File: config.mk
export PLATFORM = sky130hd
export DESIGN_NAME = mips_pc_unit
export DESIGN_NICKNAME = d
export VERILOG_FILES = /design/src/rtl/mips_pkg.sv /design/src/rtl/mips_next_pc.sv /design/src/rtl/mips_pc_unit.sv
export SDC_FILE = /design/constraint.sdc
export NUM_CORES = 1
export LEC_CHECK = 0
export ABC_AREA = 1
export BUFFER_PORTS_ARGS = -buffer_cell sky130_fd_sc_hd__buf_2
export CELL_PAD_IN_SITES_DETAIL_PLACEMENT = 0
export CELL_PAD_IN_SITES_GLOBAL_PLACEMENT = 2
export CORE_MARGIN = 2
export CORE_UTILIZATION = 24
export CTS_CLUSTER_DIAMETER = 30
export CTS_CLUSTER_SIZE = 30
export DETAILED_ROUTE_END_ITERATION = 10
export GPL_TIMING_DRIVEN = 0
export PLACE_DENSITY_LB_ADDON = 0.2
export SYNTH_ARGS = -nofsm -noshare
export SYNTH_HDL_FRONTEND = slang
export SYNTH_SLANG_ARGS = --single-unit
File: constraint.sdc
create_clock -name clk -period 3.25 [get_ports clk]
set_input_delay 0.4875 -clock clk [delete_from_list [all_inputs] [get_ports clk]]
set_output_delay 0.4875 -clock clk [all_outputs]
set_load 0.005 [all_outputs]
File: src/rtl/mips_pkg.sv
// Shared types and helpers for the MIPS program-counter stage.
package mips_pkg;

  // Control state of the PC unit; HALT and FAULT are absorbing until reset.
  typedef enum logic [1:0] {
    BOOT  = 2'd0,
    RUN   = 2'd1,
    HALT  = 2'd2,
    FAULT = 2'd3
  } pc_state_e;

  // Syscall encoding that stops the core unless the top overrides it.
  localparam logic [31:0] DEFAULT_HALT_WORD = 32'h0000_000C;

  // Widen a 16-bit word offset to 32 bits, preserving its sign.
  function automatic logic [31:0] sign_extend16(input logic [15:0] value);
    return {{16{value[15]}}, value};
  endfunction

endpackage

File: src/rtl/mips_next_pc.sv
// Combinational next-PC selection: jr > j > taken branch > increment.
module mips_next_pc
  import mips_pkg::*;
(
  input  logic [31:0] pc,
  input  logic        branch,
  input  logic        branch_ne,
  input  logic        zero,
  input  logic        jump,
  input  logic        jump_reg,
  input  logic [15:0] imm16,
  input  logic [25:0] target26,
  input  logic [31:0] rs_value,
  output logic [31:0] next_pc,
  output logic [31:0] pc_plus1
);

  logic        w_taken;
  logic [31:0] w_branch_target;
  logic [31:0] w_jump_target;

  assign pc_plus1        = pc + 32'd1;
  assign w_taken         = (branch & zero) | (branch_ne & ~zero);
  assign w_branch_target = pc_plus1 + sign_extend16(imm16);
  assign w_jump_target   = {pc_plus1[31:26], target26};

  // Priority mux over the candidate targets.
  always_comb begin
    next_pc = pc_plus1;
    if (jump_reg) begin
      next_pc = rs_value;
    end else if (jump) begin
      next_pc = w_jump_target;
    end else if (w_taken) begin
      next_pc = w_branch_target;
    end else begin
      next_pc = pc_plus1;
    end
  end

endmodule

File: src/rtl/mips_pc_unit.sv
// PC stage: state, PC register, saturating retire counter and range check.
module mips_pc_unit
  import mips_pkg::*;
#(
  parameter int unsigned MEM_DEPTH = 257,
  parameter logic [31:0] RESET_PC  = 32'h0000_0000,
  parameter logic [31:0] HALT_WORD = DEFAULT_HALT_WORD
) (
  input  logic        clk,
  input  logic        rst_n,
  input  logic        stall,
  input  logic [31:0] instruction,
  input  logic        branch,
  input  logic        branch_ne,
  input  logic        zero,
  input  logic        jump,
  input  logic        jump_reg,
  input  logic [15:0] imm16,
  input  logic [25:0] target26,
  input  logic [31:0] rs_value,
  output logic [31:0] PC,
  output logic [31:0] pc_plus1,
  output logic [31:0] instr_count,
  output logic        halted,
  output logic        fault
);

  localparam logic [31:0] DEPTH_W = 32'(MEM_DEPTH);

  pc_state_e   r_state;
  pc_state_e   w_state_nxt;
  logic [31:0] r_pc;
  logic [31:0] w_pc_nxt;
  logic [31:0] r_count;
  logic [31:0] w_count_nxt;
  logic        r_halted;
  logic        w_halted_nxt;
  logic        r_fault;
  logic        w_fault_nxt;
  logic [31:0] w_next_pc;
  logic [31:0] w_pc_plus1;

  mips_next_pc u_next_pc (
    .pc        (r_pc),
    .branch    (branch),
    .branch_ne (branch_ne),
    .zero      (zero),
    .jump      (jump),
    .jump_reg  (jump_reg),
    .imm16     (imm16),
    .target26  (target26),
    .rs_value  (rs_value),
    .next_pc   (w_next_pc),
    .pc_plus1  (w_pc_plus1)
  );

  // Next-state logic: retire on unstalled RUN cycles, halt beats range fault.
  always_comb begin
    w_state_nxt  = r_state;
    w_pc_nxt     = r_pc;
    w_count_nxt  = r_count;
    w_halted_nxt = r_halted;
    w_fault_nxt  = r_fault;
    case (r_state)
      BOOT: begin
        w_state_nxt = RUN;
      end
      RUN: begin
        if (!stall) begin
          if (r_count != 32'hFFFF_FFFF) begin
            w_count_nxt = r_count + 32'd1;
          end else begin
            w_count_nxt = r_count;
          end
          if (instruction == HALT_WORD) begin
            w_state_nxt  = HALT;
            w_halted_nxt = 1'b1;
          end else if (w_next_pc >= DEPTH_W) begin
            w_state_nxt = FAULT;
            w_fault_nxt = 1'b1;
          end else begin
            w_pc_nxt = w_next_pc;
          end
        end else begin
          w_state_nxt = r_state;
        end
      end
      HALT: begin
        w_state_nxt = HALT;
      end
      FAULT: begin
        w_state_nxt = FAULT;
      end
      default: begin
        w_state_nxt = FAULT;
        w_fault_nxt = 1'b1;
      end
    endcase
  end

  // State, PC, counter and sticky flags; async reset forces reset values at once.
  always_ff @(posedge clk or negedge rst_n) begin
    if (!rst_n) begin
      r_state  <= BOOT;
      r_pc     <= RESET_PC;
      r_count  <= 32'd0;
      r_halted <= 1'b0;
      r_fault  <= 1'b0;
    end else begin
      r_state  <= w_state_nxt;
      r_pc     <= w_pc_nxt;
      r_count  <= w_count_nxt;
      r_halted <= w_halted_nxt;
      r_fault  <= w_fault_nxt;
    end
  end

  assign PC          = r_pc;
  assign pc_plus1    = w_pc_plus1;
  assign instr_count = r_count;
  assign halted      = r_halted;
  assign fault       = r_fault;

endmodule

==> results.toml, run 1 <==
[global_routing]
grt_pass1_wl_um = 53200
grt_pass1_vias = 9316
overflow = 0
grt.total_usage_pct = 20.8
antenna_found_initial = 0
grt_max_degree = 55

[floorplanning]
start_util_pct = 24.2
dieWidth_um = 184
core_um2 = 32300
die_y_um = 184
design.die.area_um2 = 34000
rows = 66
io_pins = 212

[worst_setup_path]
cp-startpoint = "PC[1]$_DFFE_PN0P_"
cpMaxStageDelayCell = "dfrtp_2"
crit_path_max_fanout = 10
crit_buf_inv = 7
path_class = "reg -> reg"
cp_top_family = "simple AND/OR/NAND/NOR gates"
cpPeakStageDelay_ps = 420
cp.arrival_ps = 3930
rrSetupSlack_ps = -410
startpoint_type = "flop"
r2r_start = "PC[1]$_DFFE_PN0P_"
cp-end-kind = "flop"
cp.required_ps = 3520

[timing]
finalSetupTns_ps = -13350
maxSlewViolCount = 0
slew_headroom_pct = 39.9
rsz0062_at_grt = "yes"
fmaxAchievable_ghz = 0.273
skew_ps = 10.1
final_hold_viol_count = 0
finalCritPeriodShare_pct = 113
period_needed_ps = 3660
layout_setup_ws_ps = -412
final-setup-viol-count = 34
worst_pin_slew_ps = 901
hold_slack_ps = 21.3

[power_and_ir_drop]
worst_ir_drop_vdd_mv = 0.252
finalPower_mw = 2.39
power_leakage_nw = 6.37
powerDensity_nw_per_um2 = 205

[logic_synthesis]
synthCells = 1376
synth_edf_count = 0
avgSynthCellArea_um2 = 5.67
ys.flop_type = "dfrtp_1"
synth_fp_nets = 1526
synth.area.mux_share_pct = 0
yosysUniqueCellTypes = 42
synth_area_um2 = 7810
synth_fa_ha_area_share_pct = 5.87
yosys_warnings = 0
synth-simple-area-share_pct = 49.3
synth_xor_area_share_pct = 4.04
seq_area_frac_synth_pct = 21.8
ys_ff_latch = 68
synth_top_family_by_area = "simple AND/OR/NAND/NOR gates"
synthArstFlopShare_pct = 100
synth-compound-area-share_pct = 5.96

[finish]
final_common_cell = "nand2_1"
ff_latch_area_um2 = 1730
fillers = 3641
design_area_um2 = 11600
final_cell_mix = "nand2_1 (441), buf_2 (216), inv_1 (181), nand3_1 (110), nor2_1 (82)"
post-route-util_pct = 36.0
layoutNonFillerInstCount = 2128
finalNetCount = 1831
multiInputGateArea_um2 = 6270
drive_gt1_share_pct = 37.5
syn_to_final_growth_pct = 48.9
diodes = 0

[detailed_routing]
drt_iter0_markers = 485
drt-pass1-iter-count = 5
drc = 0
ant_nets = 0
drt-total-wl_um = 35700
viasPerCell = 4.48
wl_per_cell_um = 16.8
vias = 9533

[clock_tree]
cts_tree = "built"
htreeDepth = 3
cts.clk_slew.worst_paths_ps = 60
clkLatencyLatePin_ps = 340
cts.sinks = 68
root_buffer = "clkbuf_16"
cts_hold_buf = 0
cts_made_buffers = 9
cts_buffer_depth = 2

[placed_design]
pre_cts_ws_ps = -1330
placed_cell_area_um2 = 9470
hpwl_um = 29600
port_buffers = 210
dp.cells = 2029
place_congestion = 0.887

[run]
drv_cap = 0

[status]
status = "finished with violations"
violations = "negative setup slack"

[hold_path]
hold_class = "in -> async"
## power breakdown
part	internal (mW)	switching (mW)
Combinational	0.193	0.293
Sequential	0.847	0
Clock	0.689	0.364
Total	1.73	0.657
## final timing paths
| check | end | depth (start not counted) |
|---|---|---|
| min in group clk | r_state[1]$_DFFE_PN0P_ | 4 |
| max in group asynchronous | PC[11]$_DFFE_PN0P_ | 2 |
| worst max register to register | PC[0]$_DFFE_PN0P_ | 27 |
| worst min register to register | r_state[0]$_DFFE_PN0P_ | 1 |
| worst max-delay path | PC[0]$_DFFE_PN0P_ | 27 |
| worst min-delay path | r_state[0]$_DFFE_PN0P_ | 1 |
## kinds of logic (layout without fill, tap and decap cells)
kind of cell               count (synthesis)  in the layout
and+or+nand+nor                          890            890
buffers and inverters                    262            572
AOI/OAI and AO/OA                         84             84
DFF                                       68             68
adders and majority gates                 36             36
xor gates and xnor gates                  36             36
## layout make-up
| type | count | share of cell area (%) |
|---|---|---|
| repair buffers | 294 | 14.9 |
| well taps | 442 | 4.76 |
| clock buffers | 11 | 2.09 |
| inverters | 243 | 7.89 |
| plain buffers | 19 | 0.915 |
| flip-flops and latches | 68 | 14.9 |
| clock inverters | 5 | 0.646 |
| multi-input cells | 1046 | 53.9 |
## state kept, by name (all words and copies together) (netlist names)
name	cells
PC	32
fault	1
halted	1
instr_count	32
r_state	2
## worst register-to-register path, stage by stage, from the launching register on
cell,delay (ps)
dfrtp_2,420
ha_4,170
nand2_4,70
nor2_4,180
nand2_4,130
clkinv_1,60
nand4_1,90
and2_4,210
ha_4,310
nand2_4,80
inv_1,70
nand2_1,80
nor2_4,120
nand3b_1,180
nand4_1,150
nand3_2,90
a21boi_2,170
buf_4,120
buf_4,90
buf_4,90
buf_4,90
nand2_1,40
nor2_1,90
nand2_1,90
nor2_4,100
buf_12,140
nand3_1,80
nand2_1,70
## cells in the mapped netlist, types with 6 or more instances
library cell  instances  area share (%)
a21oi_1              50             3.2
and2_1                6            0.48
buf_2                 7            0.45
clkbuf_1              6            0.29
dfrtp_1              68              22
ha_1                 35             5.6
inv_1               215              10
inv_2                25             1.2
nand2_1             513              25
nand3_1             131             8.4
nand3b_1             11             1.1
nand4_1              31             2.5
nor2_1              120             5.8
nor2_2                9            0.72
nor3_1               26             1.7
nor4_1               12            0.96
o21ai_0              17             1.1
or2_2                15             1.2
xnor2_1               6            0.67
xor2_1               30             3.4
## layer usage
| metal | routed length [um] | GRT usage [%] |
|---|---|---|
| met3 | 1290 | 2.19 |
| met5 | 0 | 0 |
| met2 | 18400 | 38.4 |
| met1 | 15300 | 25.3 |
| met4 | 782 | 6.18 |
## timing repair
| item | in CTS | in global routing |
|---|---|---|
| resized for setup | 242 | 73 |
| buffers inserted | 64 | 18 |
| pin swaps | 56 | 39 |
| setup endpoints to repair | 34 | 35 |
| gates cloned | 1 | 0 |
No activity file was read; power rests on OpenSTA's default activity.
==> run 2: changes to the inputs <==
Settings changed: CAP_MARGIN set to 0, PLACE_DENSITY_LB_ADDON 0.2 to 0.1.
==> run 2 against run 1 <==
  * The run still ends with negative setup slack left
  * Worst setup slack worse by 65 ps
  * Die area unchanged
  * Critical path type unchanged
  * Clock skew barely moved
  * Power down 5.1%
  * Sequential power hardly changed
  * Flip-flop and latch count did not move
  * Non-clock buffer count is 18 higher
  * Via count increased by 1.0%
  * Sequential share of layout area decreased by 0.67 points
  * First-iteration DRC count shrank 21%
  * Highest routed layer unchanged
  * Combinational power rose by 6.4%
==> results.toml, run 2 (synthesized netlist as in run 1, its figures left out) <==
[timing]
skew_ps = 10.0
worst_pin_slew_ps = 881
layout_setup_ws_ps = -477
finalCritPeriodShare_pct = 115
fmaxAchievable_ghz = 0.268
slew_headroom_pct = 41.2
final-setup-viol-count = 34
maxSlewViolCount = 0
period_needed_ps = 3730
final_hold_viol_count = 0
rsz0062_at_grt = "yes"

[floorplanning]
rows = 66
io_pins = 212
dieWidth_um = 184
die_y_um = 184
core_um2 = 32300
design.die.area_um2 = 34000
start_util_pct = 24.2

[global_routing]
antenna_found_initial = 0
grt_pass1_vias = 9616
met1_usage_pct = 25.1
grt_pass1_wl_um = 54200
met2_usage_pct = 40.2
grt_busiest_layer = "met2"
grt.total_usage_pct = 21.2
grt_max_degree = 43
met3_usage_pct = 2.02
overflow = 0

[worst_setup_path]
cp_top_family = "simple AND/OR/NAND/NOR gates"
crit_buf_inv = 4
cp.required_ps = 3470
cp.arrival_ps = 3950
cp_common_cell = "nand2_1"
startpoint_type = "flop"
cp-end-kind = "flop"
path_class = "reg -> reg"
crit_path_max_fanout = 6
cpMaxStageDelayCell = "dfrtp_2"
cpPeakStageDelay_ps = 440

[hold_path]
hold_class = "in -> async"

[clock_tree]
cts.sinks = 68
cts.clk_slew.worst_paths_ps = 60
cts_tree = "built"
cts_buffer_depth = 2
cts_made_buffers = 9
clkLatencyLatePin_ps = 340
root_buffer = "clkbuf_16"
htreeDepth = 3

[finish]
final_cell_mix = "nand2_1 (388), buf_2 (216), inv_1 (170), nand3_1 (99), nand2_2 (95)"
drive_gt1_share_pct = 43.2
syn_to_final_growth_pct = 56.0
diodes = 0
finalNetCount = 1849
post-route-util_pct = 37.7
final_common_cell = "nand2_1"

[placed_design]
port_buffers = 210
hpwl_um = 30100
place_congestion = 0.845
pre_cts_ws_ps = -1430

[detailed_routing]
drt-total-wl_um = 36500
drt-pass1-iter-count = 4
drt_iter0_markers = 384
vias = 9628
drc = 0
viasPerCell = 4.49
wl_per_cell_um = 17.0
ant_nets = 0

[run]
drv_cap = 0

[power_and_ir_drop]
powerDensity_nw_per_um2 = 186
worst_ir_drop_vdd_mv = 0.240
power_leakage_nw = 6.64

[status]
status = "finished with violations"
violations = "negative setup slack"
run 2: routing by layer:
metal	vias to the layer above	part of all wire (%)
met5	-	0
met4	0	2.2
met3	33	3.5
met2	177	52
met1	4468	42
li1	4950	-
run 2: power breakdown:
| group | internal, mW | total, mW | switching (mW) |
|---|---|---|---|
| logic | 0.207 | 0.518 | 0.311 |
| clock network | 0.532 | 0.899 | 0.367 |
| registers | 0.847 | 0.847 | 0 |
| total | 1.59 | 2.26 | 0.678 |
run 2: repair_timing:
item	4_1_cts	5_1_grt
hold buffers	0	0
endpoints found under the setup margin	34	34
pin swaps	80	111
resized for setup	278	172
gates cloned	2	1
setup buffers	71	27
run 2: area by class of cell:
cell class	instances	area, um^2
multi-input cells	1046	6680
fillers	3627	20100
repair buffers	312	1920
well taps	442	553
flip-flops and latches	68	1730
clock inverters	2	12.5
plain buffers	19	106
inverters	243	928
clock buffers	13	250
run 2: metrics by stage:
step	TNS [ps]	power [mW]	area (um^2)	std cells	hold slack (ps)
after floorplan	0	1.08	7840	1376	192
after global placement	-46020	1.26	9440	2028	447
after detailed placement	-46920	1.27	9470	2029	444
after CTS	-16690	2.24	11400	2117	79.4
after global routing	-22240	2.37	12200	2145	100
final	-15080	2.26	12200	2145	71.0
run 2: worst register-to-register path: stages (launching register included):
cell and delay [ps]:
dfrtp_2 440, ha_4 180, nand2_4 70, nor2_4 190
nand2_4 140, xor2_1 180, inv_2 100, ha_4 260
nand2_4 100, inv_2 30, nand2_1 60, nand2_2 110
a21oi_2 200, nand2_2 110, nand2_2 90, nand2_1 50
nand2_1 70, nand3_2 120, a21oi_2 170, buf_4 140
nand3_4 80, nor2_4 180, nand4_4 230, buf_6 220
nand2_1 50, nand2_1 50
run 2: worst paths after layout:
kind	startpoint	endpoint	slack, ps	cells after the start
max	PC[0]$_DFFE_PN0P_	PC[8]$_DFFE_PN0P_	-480	25
min in group clk	stall	r_state[1]$_DFFE_PN0P_	420	4
min reg2reg	r_state[1]$_DFFE_PN0P_	r_state[0]$_DFFE_PN0P_	470	1
max in group asynchronous	rst_n	PC[7]$_DFFE_PN0P_	2600	2
max reg2reg	PC[0]$_DFFE_PN0P_	PC[8]$_DFFE_PN0P_	-480	25
min	rst_n	PC[22]$_DFFE_PN0P_	70	1
==> run 3: changes to the inputs <==
Settings changed: CELL_PAD_IN_SITES_DETAIL_PLACEMENT 0 to not set, CELL_PAD_IN_SITES_GLOBAL_PLACEMENT 2 to not set, CORE_UTILIZATION 24 to 49, PLACE_DENSITY set to 0.78, PLACE_DENSITY_LB_ADDON 0.1 to not set.
==> run 3 against run 2 <==
  * The run still ends with negative setup slack left
  * Core utilization increased by 35 points
  * Sequential power about the same
  * Clock-buffer cell count is 3 lower
  * Cell count shrank 11%
  * Largest cell class unchanged
  * Register-to-register slack got worse by 80 ps
  * Power increased by 1.7%
  * Critical path type unchanged
  * Worst setup slack worse by 77 ps
  * Critical path depth fell by 1
==> results.toml, run 3 (synthesized netlist as in run 1, its figures left out) <==
[status]
status = "finished with violations"
violations = "negative setup slack"

[detailed_routing]
viasPerCell = 5.50
wl_per_cell_um = 16.6
drt-total-wl_um = 31800
drt_iter0_markers = 1117
drt-pass1-iter-count = 9
drc = 0
vias = 10500
ant_nets = 0

[worst_setup_path]
crit_path_max_fanout = 5
cp.arrival_ps = 4020
reg2reg_depth = 24
startpoint_type = "flop"
cp.required_ps = 3470
cp-end-kind = "flop"
path_class = "reg -> reg"
reg2reg_to = "PC[8]$_DFFE_PN0P_"
rrSetupSlack_ps = -550
r2r_start = "PC[9]$_DFFE_PN0P_"

[clock_tree]
clkLatencyLatePin_ps = 340
cts_made_buffers = 9
root_buffer = "clkbuf_16"
cts_tree = "built"
cts_hold_buf = 0
cts.clk_slew.worst_paths_ps = 70
htreeDepth = 3
cts_buffer_depth = 2
cts.sinks = 68

[floorplanning]
core_um2 = 15700
io_pins = 212
die_y_um = 130
dieWidth_um = 130
design.die.area_um2 = 17000
start_util_pct = 49.7
rows = 46

[finish]
final_cell_mix = "nand2_1 (427), buf_2 (216), inv_1 (183), nand3_1 (108), buf_4 (88)"
finalNetCount = 1840
syn_to_final_growth_pct = 46.3
post-route-util_pct = 72.7
fillers = 1294
final_common_cell = "nand2_1"
diodes = 0
drive_gt1_share_pct = 38.3

[timing]
worst_pin_slew_ps = 877
skew_ps = 14.6
maxSlewViolCount = 0
hold_slack_ps = 250
rsz0062_at_grt = "yes"
slew_headroom_pct = 41.5
finalCritPeriodShare_pct = 117
final_hold_viol_count = 0
final-setup-viol-count = 34
layout_setup_ws_ps = -554
fmaxAchievable_ghz = 0.263
period_needed_ps = 3800

[global_routing]
grt_pass1_vias = 9672
grt_max_degree = 69
grt_pass1_wl_um = 47600
overflow = 0
grt.total_usage_pct = 35.8
antenna_found_initial = 0

[placed_design]
place_congestion = 1.01
port_buffers = 210
hpwl_um = 23200
pre_cts_ws_ps = -943

[hold_path]
hold_class = "in -> async"

[power_and_ir_drop]
worst_ir_drop_vdd_mv = 0.491
power_leakage_nw = 6.37
powerDensity_nw_per_um2 = 201

[run]
drv_cap = 0
## run 3: cell types whose count changed in the layout (fill, tap and decap cells not counted), sizes merged
cell,change
buf,-8
inv,+1
bufinv,+1
clkbuf,-4
clkinv,+2
## run 3: how the worst max path moves through the flow
stage	from	to	depth (start not counted)
after CTS	PC[0]$_DFFE_PN0P_	PC[4]$_DFFE_PN0P_	26
after detailed placement	PC[0]$_DFFE_PN0P_	PC[0]$_DFFE_PN0P_	22
after global placement	PC[0]$_DFFE_PN0P_	PC[6]$_DFFE_PN0P_	24
after global routing	PC[0]$_DFFE_PN0P_	PC[8]$_DFFE_PN0P_	28
final	PC[9]$_DFFE_PN0P_	PC[8]$_DFFE_PN0P_	24
after floorplan	PC[0]$_DFFE_PN0P_	PC[0]$_DFFE_PN0P_	27
## run 3: area by class of cell
class	instances	area, um^2	share of cell area [%]
repair buffers	303	1800	15.8
multi-input cells	1046	6300	55.2
well taps	216	270	2.37
inverters	243	922	8.07
clock inverters	6	65.1	0.569
clock buffers	10	229	2.00
flip-flops and latches	68	1720	15.1
plain buffers	19	106	0.931
## run 3: timing repair
action                                  in CTS  in global routing
cloned                                       1                  0
gates resized for setup                    239                 84
buffers inserted                            78                 14
pin swaps                                   68                 42
endpoints found under the setup margin      34                 34
## run 3: metal layers
layer | vias up | GRT usage [%] | wire length [um]
met5 | - | 0 | 0
met4 | 0 | 17.5 | 1610
met3 | 135 | 5.00 | 2830
met2 | 613 | 59.0 | 14800
met1 | 4816 | 46.1 | 12500
li1 | 4937 | - | -
## run 3: per-stage QoR
step / cell area [um^2] / power, mW / setup TNS (ps) / std cells
floorplan: 7840 / 1.08 / 0 / 1376
global placement: 9160 / 1.23 / -30560 / 1802
detailed placement: 9160 / 1.23 / -30660 / 1802
CTS: 11000 / 2.26 / -9060 / 1897
global route: 11400 / 2.39 / -23560 / 1911
finish: 11400 / 2.30 / -17560 / 1911
## run 3: power breakdown
group | total (mW) | internal [mW] | switching (mW)
clock network | 0.968 | 0.593 | 0.375
logic | 0.487 | 0.194 | 0.293
registers | 0.847 | 0.847 | 0
## run 3: critical path: stages, from the launching register on
cell	delay, ps
dfrtp_2	430
nand2_1	170
nor2_2	220
nand2_1	110
nor2_2	130
nand3_1	90
nand2_2	140
inv_1	110
ha_4	330
nand2_2	100
inv_1	130
nand2_4	60
nor2_4	120
nand3b_1	150
nand4_1	150
nand3_2	90
a21boi_2	170
nand2_1	70
nor2_1	100
nand2_1	100
nor2_4	160
nand4_4	210
buf_6	210
nand2_2	60
nand2_2	50
